`src/rtl/reg_bank8_pkg.sv`:
```
// ---------------------------------------------------------------------------
// reg_bank8_pkg
// Shared definitions for the eight-register bank: default data width,
// register count, register-index constants R_A..R_H and the FSM encoding.
// ---------------------------------------------------------------------------
package reg_bank8_pkg;

   localparam int WIDTH_DEF = 8;
   localparam int NREG_DEF  = 8;

   localparam logic [2:0] R_A = 3'd0;
   localparam logic [2:0] R_B = 3'd1;
   localparam logic [2:0] R_C = 3'd2;
   localparam logic [2:0] R_D = 3'd3;
   localparam logic [2:0] R_E = 3'd4;
   localparam logic [2:0] R_F = 3'd5;
   localparam logic [2:0] R_G = 3'd6;
   localparam logic [2:0] R_H = 3'd7;

   typedef enum logic {
      IDLE   = 1'b0,
      MOV_WR = 1'b1
   } state_e;

endpackage

```
`src/rtl/reg_bank8_if.sv`:
```
// ---------------------------------------------------------------------------
// reg_bank8_if
// Bundles the request inputs and register/flag outputs of reg_bank8.
//   WE/INC/MOV  : operation requests (priority MOV > INC > WE)
//   WADDR/WDATA : target and data for WE/INC
//   SRC/DST     : MOV source and destination
//   RSEL        : read select, echoed registered on S1..S3
//   A..H        : register contents 0..7
//   S1..S3      : registered RSEL (S1 = MSB)
//   BUSY        : MOV in progress
//   CARRY       : wrap flag of the last accepted INC
// master = request side, slave = reg_bank8.
// ---------------------------------------------------------------------------
interface reg_bank8_if #(
   parameter int WIDTH = reg_bank8_pkg::WIDTH_DEF
) ();

   logic             WE;
   logic             INC;
   logic             MOV;
   logic [2:0]       WADDR;
   logic [WIDTH-1:0] WDATA;
   logic [2:0]       SRC;
   logic [2:0]       DST;
   logic [2:0]       RSEL;
   logic [WIDTH-1:0] A, B, C, D, E, F, G, H;
   logic             S1, S2, S3;
   logic             BUSY;
   logic             CARRY;

   modport master (
      output WE, INC, MOV, WADDR, WDATA, SRC, DST, RSEL,
      input  A, B, C, D, E, F, G, H, S1, S2, S3, BUSY, CARRY
   );

   modport slave (
      input  WE, INC, MOV, WADDR, WDATA, SRC, DST, RSEL,
      output A, B, C, D, E, F, G, H, S1, S2, S3, BUSY, CARRY
   );

endinterface

```
`src/rtl/reg_bank8.sv`:
```
// ---------------------------------------------------------------------------
// reg_bank8
// Eight-entry register bank with write, increment and two-cycle move.
// Ports:
//   CLK   : rising-edge clock
//   RST_N : asynchronous active-low reset, clears all state
//   bus   : reg_bank8_if slave modport (requests in, registers/flags out)
// Requests are only sampled in IDLE; a MOV latches source data and
// destination on its first edge and writes on the second, so any request
// presented while BUSY is dropped.
// ---------------------------------------------------------------------------
module reg_bank8
   import reg_bank8_pkg::*;
#(
   parameter int WIDTH = WIDTH_DEF,
   parameter int NREG  = NREG_DEF
) (
   input  logic     CLK,
   input  logic     RST_N,
   reg_bank8_if.slave bus
);

   localparam logic [WIDTH-1:0] ONE = WIDTH'(1);

   state_e           state_q, state_d;
   logic [WIDTH-1:0] regs_q [NREG];
   logic [WIDTH-1:0] regs_d [NREG];
   logic [WIDTH-1:0] tmp_q, tmp_d;
   logic [2:0]       dst_q, dst_d;
   logic             carry_q, carry_d;
   logic [2:0]       sel_q;
   logic             busy;

   // ---- FSM: state register ----
   always_ff @(posedge CLK or negedge RST_N) begin
      if (!RST_N) state_q <= IDLE;
      else        state_q <= state_d;
   end

   // ---- FSM: next state ----
   always_comb begin
      state_d = state_q;
      case (state_q)
         IDLE:    if (bus.MOV) state_d = MOV_WR;
         MOV_WR:  state_d = IDLE;
         default: state_d = IDLE;
      endcase
   end

   // ---- FSM: outputs ----
   always_comb begin
      busy = (state_q == MOV_WR);
   end

   // ---- Datapath next-state ----
   always_comb begin
      regs_d  = regs_q;
      tmp_d   = tmp_q;
      dst_d   = dst_q;
      carry_d = carry_q;
      if (state_q == IDLE) begin
         if (bus.MOV) begin
            tmp_d = regs_q[bus.SRC];
            dst_d = bus.DST;
         end else if (bus.INC) begin
            regs_d[bus.WADDR] = regs_q[bus.WADDR] + ONE;
            carry_d           = &regs_q[bus.WADDR];
         end else if (bus.WE) begin
            regs_d[bus.WADDR] = bus.WDATA;
         end
      end else begin
         // Second MOV edge: only the latched copy is used, live SRC/DST ignored.
         regs_d[dst_q] = tmp_q;
      end
   end

   // ---- Datapath registers ----
   always_ff @(posedge CLK or negedge RST_N) begin
      if (!RST_N) begin
         for (int i = 0; i < NREG; i++) regs_q[i] <= '0;
         tmp_q   <= '0;
         dst_q   <= '0;
         carry_q <= 1'b0;
         sel_q   <= '0;
      end else begin
         regs_q  <= regs_d;
         tmp_q   <= tmp_d;
         dst_q   <= dst_d;
         carry_q <= carry_d;
         sel_q   <= bus.RSEL;
      end
   end

   assign bus.A     = regs_q[R_A];
   assign bus.B     = regs_q[R_B];
   assign bus.C     = regs_q[R_C];
   assign bus.D     = regs_q[R_D];
   assign bus.E     = regs_q[R_E];
   assign bus.F     = regs_q[R_F];
   assign bus.G     = regs_q[R_G];
   assign bus.H     = regs_q[R_H];
   assign bus.S1    = sel_q[2];
   assign bus.S2    = sel_q[1];
   assign bus.S3    = sel_q[0];
   assign bus.BUSY  = busy;
   assign bus.CARRY = carry_q;

endmodule

```
`src/flat_wrapper.sv`:
```
// flat-port wrapper written by rule: the top's interface ports become plain ports
module reg_bank8_flat import reg_bank8_pkg::*;
#(
   parameter int WIDTH = WIDTH_DEF,
   parameter int NREG  = NREG_DEF
)
  (CLK, RST_N, bus_WE, bus_INC, bus_MOV, bus_WADDR, bus_WDATA, bus_SRC, bus_DST, bus_RSEL, bus_A, bus_B, bus_C, bus_D, bus_E, bus_F, bus_G, bus_H, bus_S1, bus_S2, bus_S3, bus_BUSY, bus_CARRY);
  reg_bank8_if #(.WIDTH(WIDTH)) bus_i ();
  input  logic CLK;
  input  logic RST_N;
  input wire logic [$bits(bus_i.WE)-1:0] bus_WE;
  input wire logic [$bits(bus_i.INC)-1:0] bus_INC;
  input wire logic [$bits(bus_i.MOV)-1:0] bus_MOV;
  input wire logic [$bits(bus_i.WADDR)-1:0] bus_WADDR;
  input wire logic [$bits(bus_i.WDATA)-1:0] bus_WDATA;
  input wire logic [$bits(bus_i.SRC)-1:0] bus_SRC;
  input wire logic [$bits(bus_i.DST)-1:0] bus_DST;
  input wire logic [$bits(bus_i.RSEL)-1:0] bus_RSEL;
  output wire logic [$bits(bus_i.A)-1:0] bus_A;
  output wire logic [$bits(bus_i.B)-1:0] bus_B;
  output wire logic [$bits(bus_i.C)-1:0] bus_C;
  output wire logic [$bits(bus_i.D)-1:0] bus_D;
  output wire logic [$bits(bus_i.E)-1:0] bus_E;
  output wire logic [$bits(bus_i.F)-1:0] bus_F;
  output wire logic [$bits(bus_i.G)-1:0] bus_G;
  output wire logic [$bits(bus_i.H)-1:0] bus_H;
  output wire logic [$bits(bus_i.S1)-1:0] bus_S1;
  output wire logic [$bits(bus_i.S2)-1:0] bus_S2;
  output wire logic [$bits(bus_i.S3)-1:0] bus_S3;
  output wire logic [$bits(bus_i.BUSY)-1:0] bus_BUSY;
  output wire logic [$bits(bus_i.CARRY)-1:0] bus_CARRY;
  assign bus_i.WE = bus_WE;
  assign bus_i.INC = bus_INC;
  assign bus_i.MOV = bus_MOV;
  assign bus_i.WADDR = bus_WADDR;
  assign bus_i.WDATA = bus_WDATA;
  assign bus_i.SRC = bus_SRC;
  assign bus_i.DST = bus_DST;
  assign bus_i.RSEL = bus_RSEL;
  assign bus_A = bus_i.A;
  assign bus_B = bus_i.B;
  assign bus_C = bus_i.C;
  assign bus_D = bus_i.D;
  assign bus_E = bus_i.E;
  assign bus_F = bus_i.F;
  assign bus_G = bus_i.G;
  assign bus_H = bus_i.H;
  assign bus_S1 = bus_i.S1;
  assign bus_S2 = bus_i.S2;
  assign bus_S3 = bus_i.S3;
  assign bus_BUSY = bus_i.BUSY;
  assign bus_CARRY = bus_i.CARRY;
  reg_bank8 #(.WIDTH(WIDTH), .NREG(NREG)) u_core (.CLK(CLK), .RST_N(RST_N), .bus(bus_i));
endmodule
```
`config.mk`:
```
export PLATFORM = sky130hd
export DESIGN_NAME = reg_bank8_flat
export DESIGN_NICKNAME = d
export VERILOG_FILES = /design/src/rtl/reg_bank8_pkg.sv /design/src/rtl/reg_bank8_if.sv /design/src/rtl/reg_bank8.sv /design/src/flat_wrapper.sv
export SDC_FILE = /design/constraint.sdc
export NUM_CORES = 1
export LEC_CHECK = 0
export CORE_AREA = 10 10 139 141
export DETAILED_ROUTE_END_ITERATION = 7
export DIE_AREA = 0 0 149 151
export PLACE_DENSITY = 0.59
export SLEW_MARGIN = 10
export SYNTH_ARGS = -nofsm -noshare
export SYNTH_HDL_FRONTEND = slang
export SYNTH_SLANG_ARGS = --single-unit
```
`constraint.sdc`:
```
create_clock -name CLK -period 3.2 [get_ports CLK]
set_input_delay 0.64 -clock CLK [delete_from_list [all_inputs] [get_ports CLK]]
set_output_delay 0.64 -clock CLK [all_outputs]
set_load 0.05 [all_outputs]
```
== Yosys cells after proc, flatten, opt, wreduce, memory -nomap -nowiden ==
Cells that the tools add are included.

* Word-level logic and storage cells: 51
* ROM bits: 0
* Flip-flop bits (word level): 80
* Bits in latches: 0
* Memories kept: 0
* Memory bits (writable): 0

* Multiplexer cells: 19
* Shifts and indexed selects: 0
* Divide/modulo/power cells: 0
* Magnitude comparators: 5
* $add $sub $neg: 1
* Reduce and logical (&&, ||, !) cells: 7
* Equality and inequality tests: 1
* Multiply operators: 0
* Bitwise gates (word level): 5

{| class="wikitable"
|+ Operator list
! kind !! count
|-
| $mux W64 || 4
|-
| $bwmux W64 || 3
|-
| $bmux W8 S3 || 2
|-
| $demux W8 S3 || 2
|-
| $mux W8 || 6
|-
| $ge A4 B4 Y1 const B || 3
|-
| $not A3 Y4 || 3
|-
| $add A8 B1 Y8 const B || 1
|-
| $lt A4 B1 Y1 const B || 2
|-
| $reduce_and A8 Y1 || 1
|-
| $reduce_and A2 Y1 || 2
|-
| $reduce_and A3 Y1 || 1
|-
| $reduce_bool A3 Y1 || 1
|-
| $logic_and A1 B1 Y1 || 2
|-
| $ne A2 B1 Y1 const B || 1
|-
| $not A1 Y1 || 2
|-
| $pmux W1 S2 || 1
|-
| $mux W1 || 1
|}

== Longest topological paths before layout ==
* Depth in word-level cells: 10
* Depth in mapped cells: 9
* Gate-level depth less buffers: 7

== Worst setup path before layout ==
No wires, ideal clock.

* Path type: input-to-reg
* From: in bus_WADDR[0]
* To: reg u_core.regs_q (netlist bit u_core.bus.A[2])
* Data required time: 3081 ps
* Stages: 9
* Path buffers: 2
* Slack: 302 ps
* Data arrival time: 2778 ps
* Setup time: 119 ps
* Path through: buf_6 -> buf_12 -> mux4_1 -> mux2_2 -> ha_1 -> a21boi_0 -> o311ai_2 -> o221ai_1 -> o21a_1

* Longest elaborated chain between the ends: 10

{| class="wikitable"
|+ Ends and longest elaborated chain
! element !! line !! text
|-
| from (decl) || flat_wrapper.sv:14 || <nowiki>input wire logic [$bits(bus_i.WADDR)-1:0] bus_WADDR;</nowiki>
|-
| $not A3 Y4 (not written as such) (*) || reg_bank8.sv:66, reg_bank8.sv:69 ||
|-
| parallel branches: the longest is 6 deep, another holds $add A8 B1 Y8 || -- ||
|-
| $mux W64 (*) || reg_bank8.sv:65 || <nowiki>end else if (bus.INC) begin</nowiki>
|-
| $mux W64 (*) || reg_bank8.sv:62 || <nowiki>if (bus.MOV) begin</nowiki>
|-
| $mux W64 (*) || reg_bank8.sv:61 || <nowiki>if (state_q == IDLE) begin</nowiki>
|-
| to (signal assigned) || reg_bank8.sv:86 || <nowiki>regs_q <= regs_d;</nowiki>
|-
| to (decl) || reg_bank8.sv:26 || <nowiki>logic [WIDTH-1:0] regs_q [NREG];</nowiki>
|}

Every way passes the cells marked *. The select of a mux whose other input is x is not followed.
A chain may end at the register's enable or synchronous reset.

== Worst setup path after layout ==
* From: in bus_WADDR[2]
* To: reg u_core.regs_q (netlist bit u_core.bus.C[7])

The elaborated chain is that of the path after synthesis.

==> results.md <==
- Largest family of logic cells by synthesized area: compound AO/OA/AOI/OAI gates
- Outcome: finished, final reports clean
- TritonCTS buffer count: 9
- CP Max Fanout: 8
- Commonest non-fill, non-tap cell in the layout: clkdlybuf4s50_1
- Post-layout utilization of the core: between 40 and 50%
- Vias: approximately 5200
- Post-Synth Adder-Cell Area: 0.239%
- Syn nets: 542
- Core Rows: 47
- Cell area after placement: 6750 µm²
- Reg2reg end: u_core.bus.D[4]$_DFFE_PN0P_
- Synthesized area: 5240 µm²
- Hpwl dp: 16.6 mm
- Gr usage total: 20.1%
- Actual slew at the worst max-slew pin: between 1000 and 1500 ps
- Library cells used by synthesis: 66
- H-tree Lvls: 3
- Final worst-path cycle share: 91.8%
- Mapped Avg Cell Area: 10.2 µm²
- Reg area: about 2000 µm²
- Port bufs: slightly above 90
- P_leak: 2.82 nW
- First-pass GRT wire length: approximately 34 mm
- Area grow syn2layout: 35.4%
- Root Buffer: clkbuf_16
- Antenna diodes: 0
- # placed instances: 844
- Die area: 22500 µm²
- Synth Flop Type: dfrtp_1
- Mux cell area share after synthesis: 17.2%
- Vias per inst: 6.08
- First-pass DRT Iterations: 6
- Starting Density: 31.8%
- Mapped Cells: ~520
- CTS resizes: 0
- FMAX: 0.340 GHz
- RSZ-0062 raised after global routing: false
- Die Wd: 149 µm
- Setup bufs post-CTS: 0
- CTS max path bufs: 2
- Max_cap viols: 0
- Final ANT Viol Nets: 0
- CTS tree: done
- Global route total overflow: 0
- Max_slew headroom: 28.0%
- CP startpoint kind: input pin
- Nets: about 660
- Fillers: 1611
- Synth Area in Compound Gates: 22.9%
- Largest net degree at the start of global routing: roughly 80
- Worst-path clk slew: 60 ps
- GP Congestion: 0.950
- Final setup viols: 0
- Die H: 151 µm
- Share of cells above drive strength 1: 19.1%
- Sequential area share after synthesis: a little under two fifths
- Flop2flop setup slack: 700 ps
- Slew Limit Fails: 0
- FFs w/ async S/R, synth: 100%
- Simple-gate portion of the synthesized area: 15.9%
- XOR/XNOR Fraction of Synth Area: 0.645%
- Worst Reg2Reg Path Length in Cells: 9
- Commonest non-fill, non-tap cells in the layout: clkdlybuf4s50_1 (91), dfrtp_1 (80), buf_4 (59)
- Vias in the first global route: 5276
- Hold buffer count at CTS: 0
- Multi-input logic area: between 2000 and 3000 µm²
- PnR Total Power: around 6.6 mW
- VDD IR-drop max: 475 µV
- Worst setup path category: in2reg
- Final std cells w/o fill: 860
- CP required: 3440 ps
- Fin area: 7100 µm²
- Worst r2r src: u_core.bus.A[1]$_DFFE_PN0P_
- Initial DRC Count: 694
- Final Hold Fails: 0
- CTS Sinks: 80
- Register bit total from synthesis: 80
- Core area: between 15000 and 20000 µm²
- CP Capture Type: register
- Initial antenna violation count: 0
- Clk_lat worst skew: between 300 and 400 ps
- Yosys warns: 0
- Minimum clock period: 2940 ps
- Worst Skew: 6.76 ps
- PwrDens: just over 900 nW/µm²
- Drt wl/cell: ~26 µm
- EDFF count, synth: 0
- Critical Path AT: 3180 ps
- # DRC: 0
- Hold/Removal Path Class: in2async
- WL final: between 20 and 25 mm
- Num ports: between 90 and 100
==> power by group <==
part	switching, mW	internal (mW)
clock network	0.447	0.763
logic	2.12	1.33
registers	0.510	1.40
==> sequential cells by signal (all words and copies together) (netlist names) <==
register	cells
u_core.bus.H	8
u_core.bus.BUSY	1
u_core.bus.E	8
u_core.bus.B	8
u_core.bus.CARRY	1
u_core.bus.C	8
u_core.bus.A	8
u_core.tmp_q	8
u_core.bus.G	8
u_core.bus.F	8
u_core.dst_q	3
u_core.bus.D	8
u_core.sel_q	3
==> metal layers <==
metal,share of wire [%],GRT usage (%),vias to the layer above
met3,8.5,5.13,43
met5,0,0,-
met4,2.5,6.48,0
met2,46,31.7,283
met1,43,26.6,2641
li1,-,-,2258
==> how the worst max path moves through the flow <==
stage	startpoint	to	slack [ps]	cells past startpoint
2_1_floorplan	bus_WADDR[0]	u_core.bus.A[2]$_DFFE_PN0P_	300	9
3_3_place_gp	bus_WADDR[0]	u_core.bus.C[7]$_DFFE_PN0P_	-190	8
3_5_place_dp	bus_WADDR[0]	u_core.bus.G[6]$_DFFE_PN0P_	-230	9
4_1_cts	bus_WADDR[0]	u_core.bus.D[4]$_DFFE_PN0P_	100	10
5_1_grt	bus_WADDR[2]	u_core.bus.C[7]$_DFFE_PN0P_	170	8
6_report	bus_WADDR[2]	u_core.bus.C[7]$_DFFE_PN0P_	260	8
==> cell type report <==
cell class / count / area share [%]
Tap cell: 220 / 3.88
Sequential cell: 80 / 28.2
Clock buffer: 9 / 3.17
Inverter: 11 / 0.582
Timing Repair Buffer: 155 / 20.4
Clock inverter: 7 / 1.69
Multi-Input combinational cell: 378 / 42.1
==> through the flow <==
step	setup TNS (ps)	setup slack [ps]	hold slack, ps
2_1_floorplan	0	302	344
3_3_place_gp	-6060	-192	499
3_5_place_dp	-8940	-234	502
4_1_cts	0	97.0	523
5_1_grt	0	167	549
6_report	0	263	472
==> critical path: stages <==
cell             delay, ps
clkdlybuf4s50_1        680
buf_4                  240
mux4_1                 230
nand3_1                130
a21o_1                 250
nor4_2                 630
o31ai_2                 90
mux2_2                 270
==> synth_stat cells, types with 3 or more instances <==
master | n | share of area, %
and2_1 | 10 | 1.2
a221oi_1 | 12 | 2.0
or3_1 | 3 | 0.36
mux2_2 | 8 | 1.7
nand2b_1 | 5 | 0.60
or2_2 | 3 | 0.36
buf_1 | 4 | 0.29
and3_1 | 5 | 0.60
o21a_1 | 7 | 1.0
o21ai_0 | 17 | 1.6
o21ai_1 | 3 | 0.29
o221ai_1 | 7 | 1.2
o22a_1 | 14 | 2.3
nand2_1 | 50 | 3.6
mux4_2 | 16 | 6.9
mux2i_1 | 16 | 3.1
inv_1 | 10 | 0.72
nor2_1 | 51 | 3.7
nor2b_1 | 4 | 0.48
mux4_1 | 10 | 5.0
nor3_1 | 10 | 0.95
o2111ai_1 | 5 | 0.84
a22oi_1 | 20 | 2.9
nand3_1 | 8 | 0.76
buf_2 | 4 | 0.38
a222oi_1 | 16 | 3.1
o22ai_1 | 7 | 0.84
o31ai_1 | 7 | 1.0
and3b_1 | 4 | 0.67
a22o_1 | 7 | 1.2
a21oi_1 | 15 | 1.4
dfrtp_1 | 80 | 38
clkbuf_1 | 35 | 2.5
==> cells by family after synthesis <==
kind of cell	after synthesis
compound gates	155
flops	80
mux	52
simple gates	167
buf+inv	58
xor+xnor	3
fa+ha+maj	1
No activity file was read; power rests on OpenSTA's default activity.
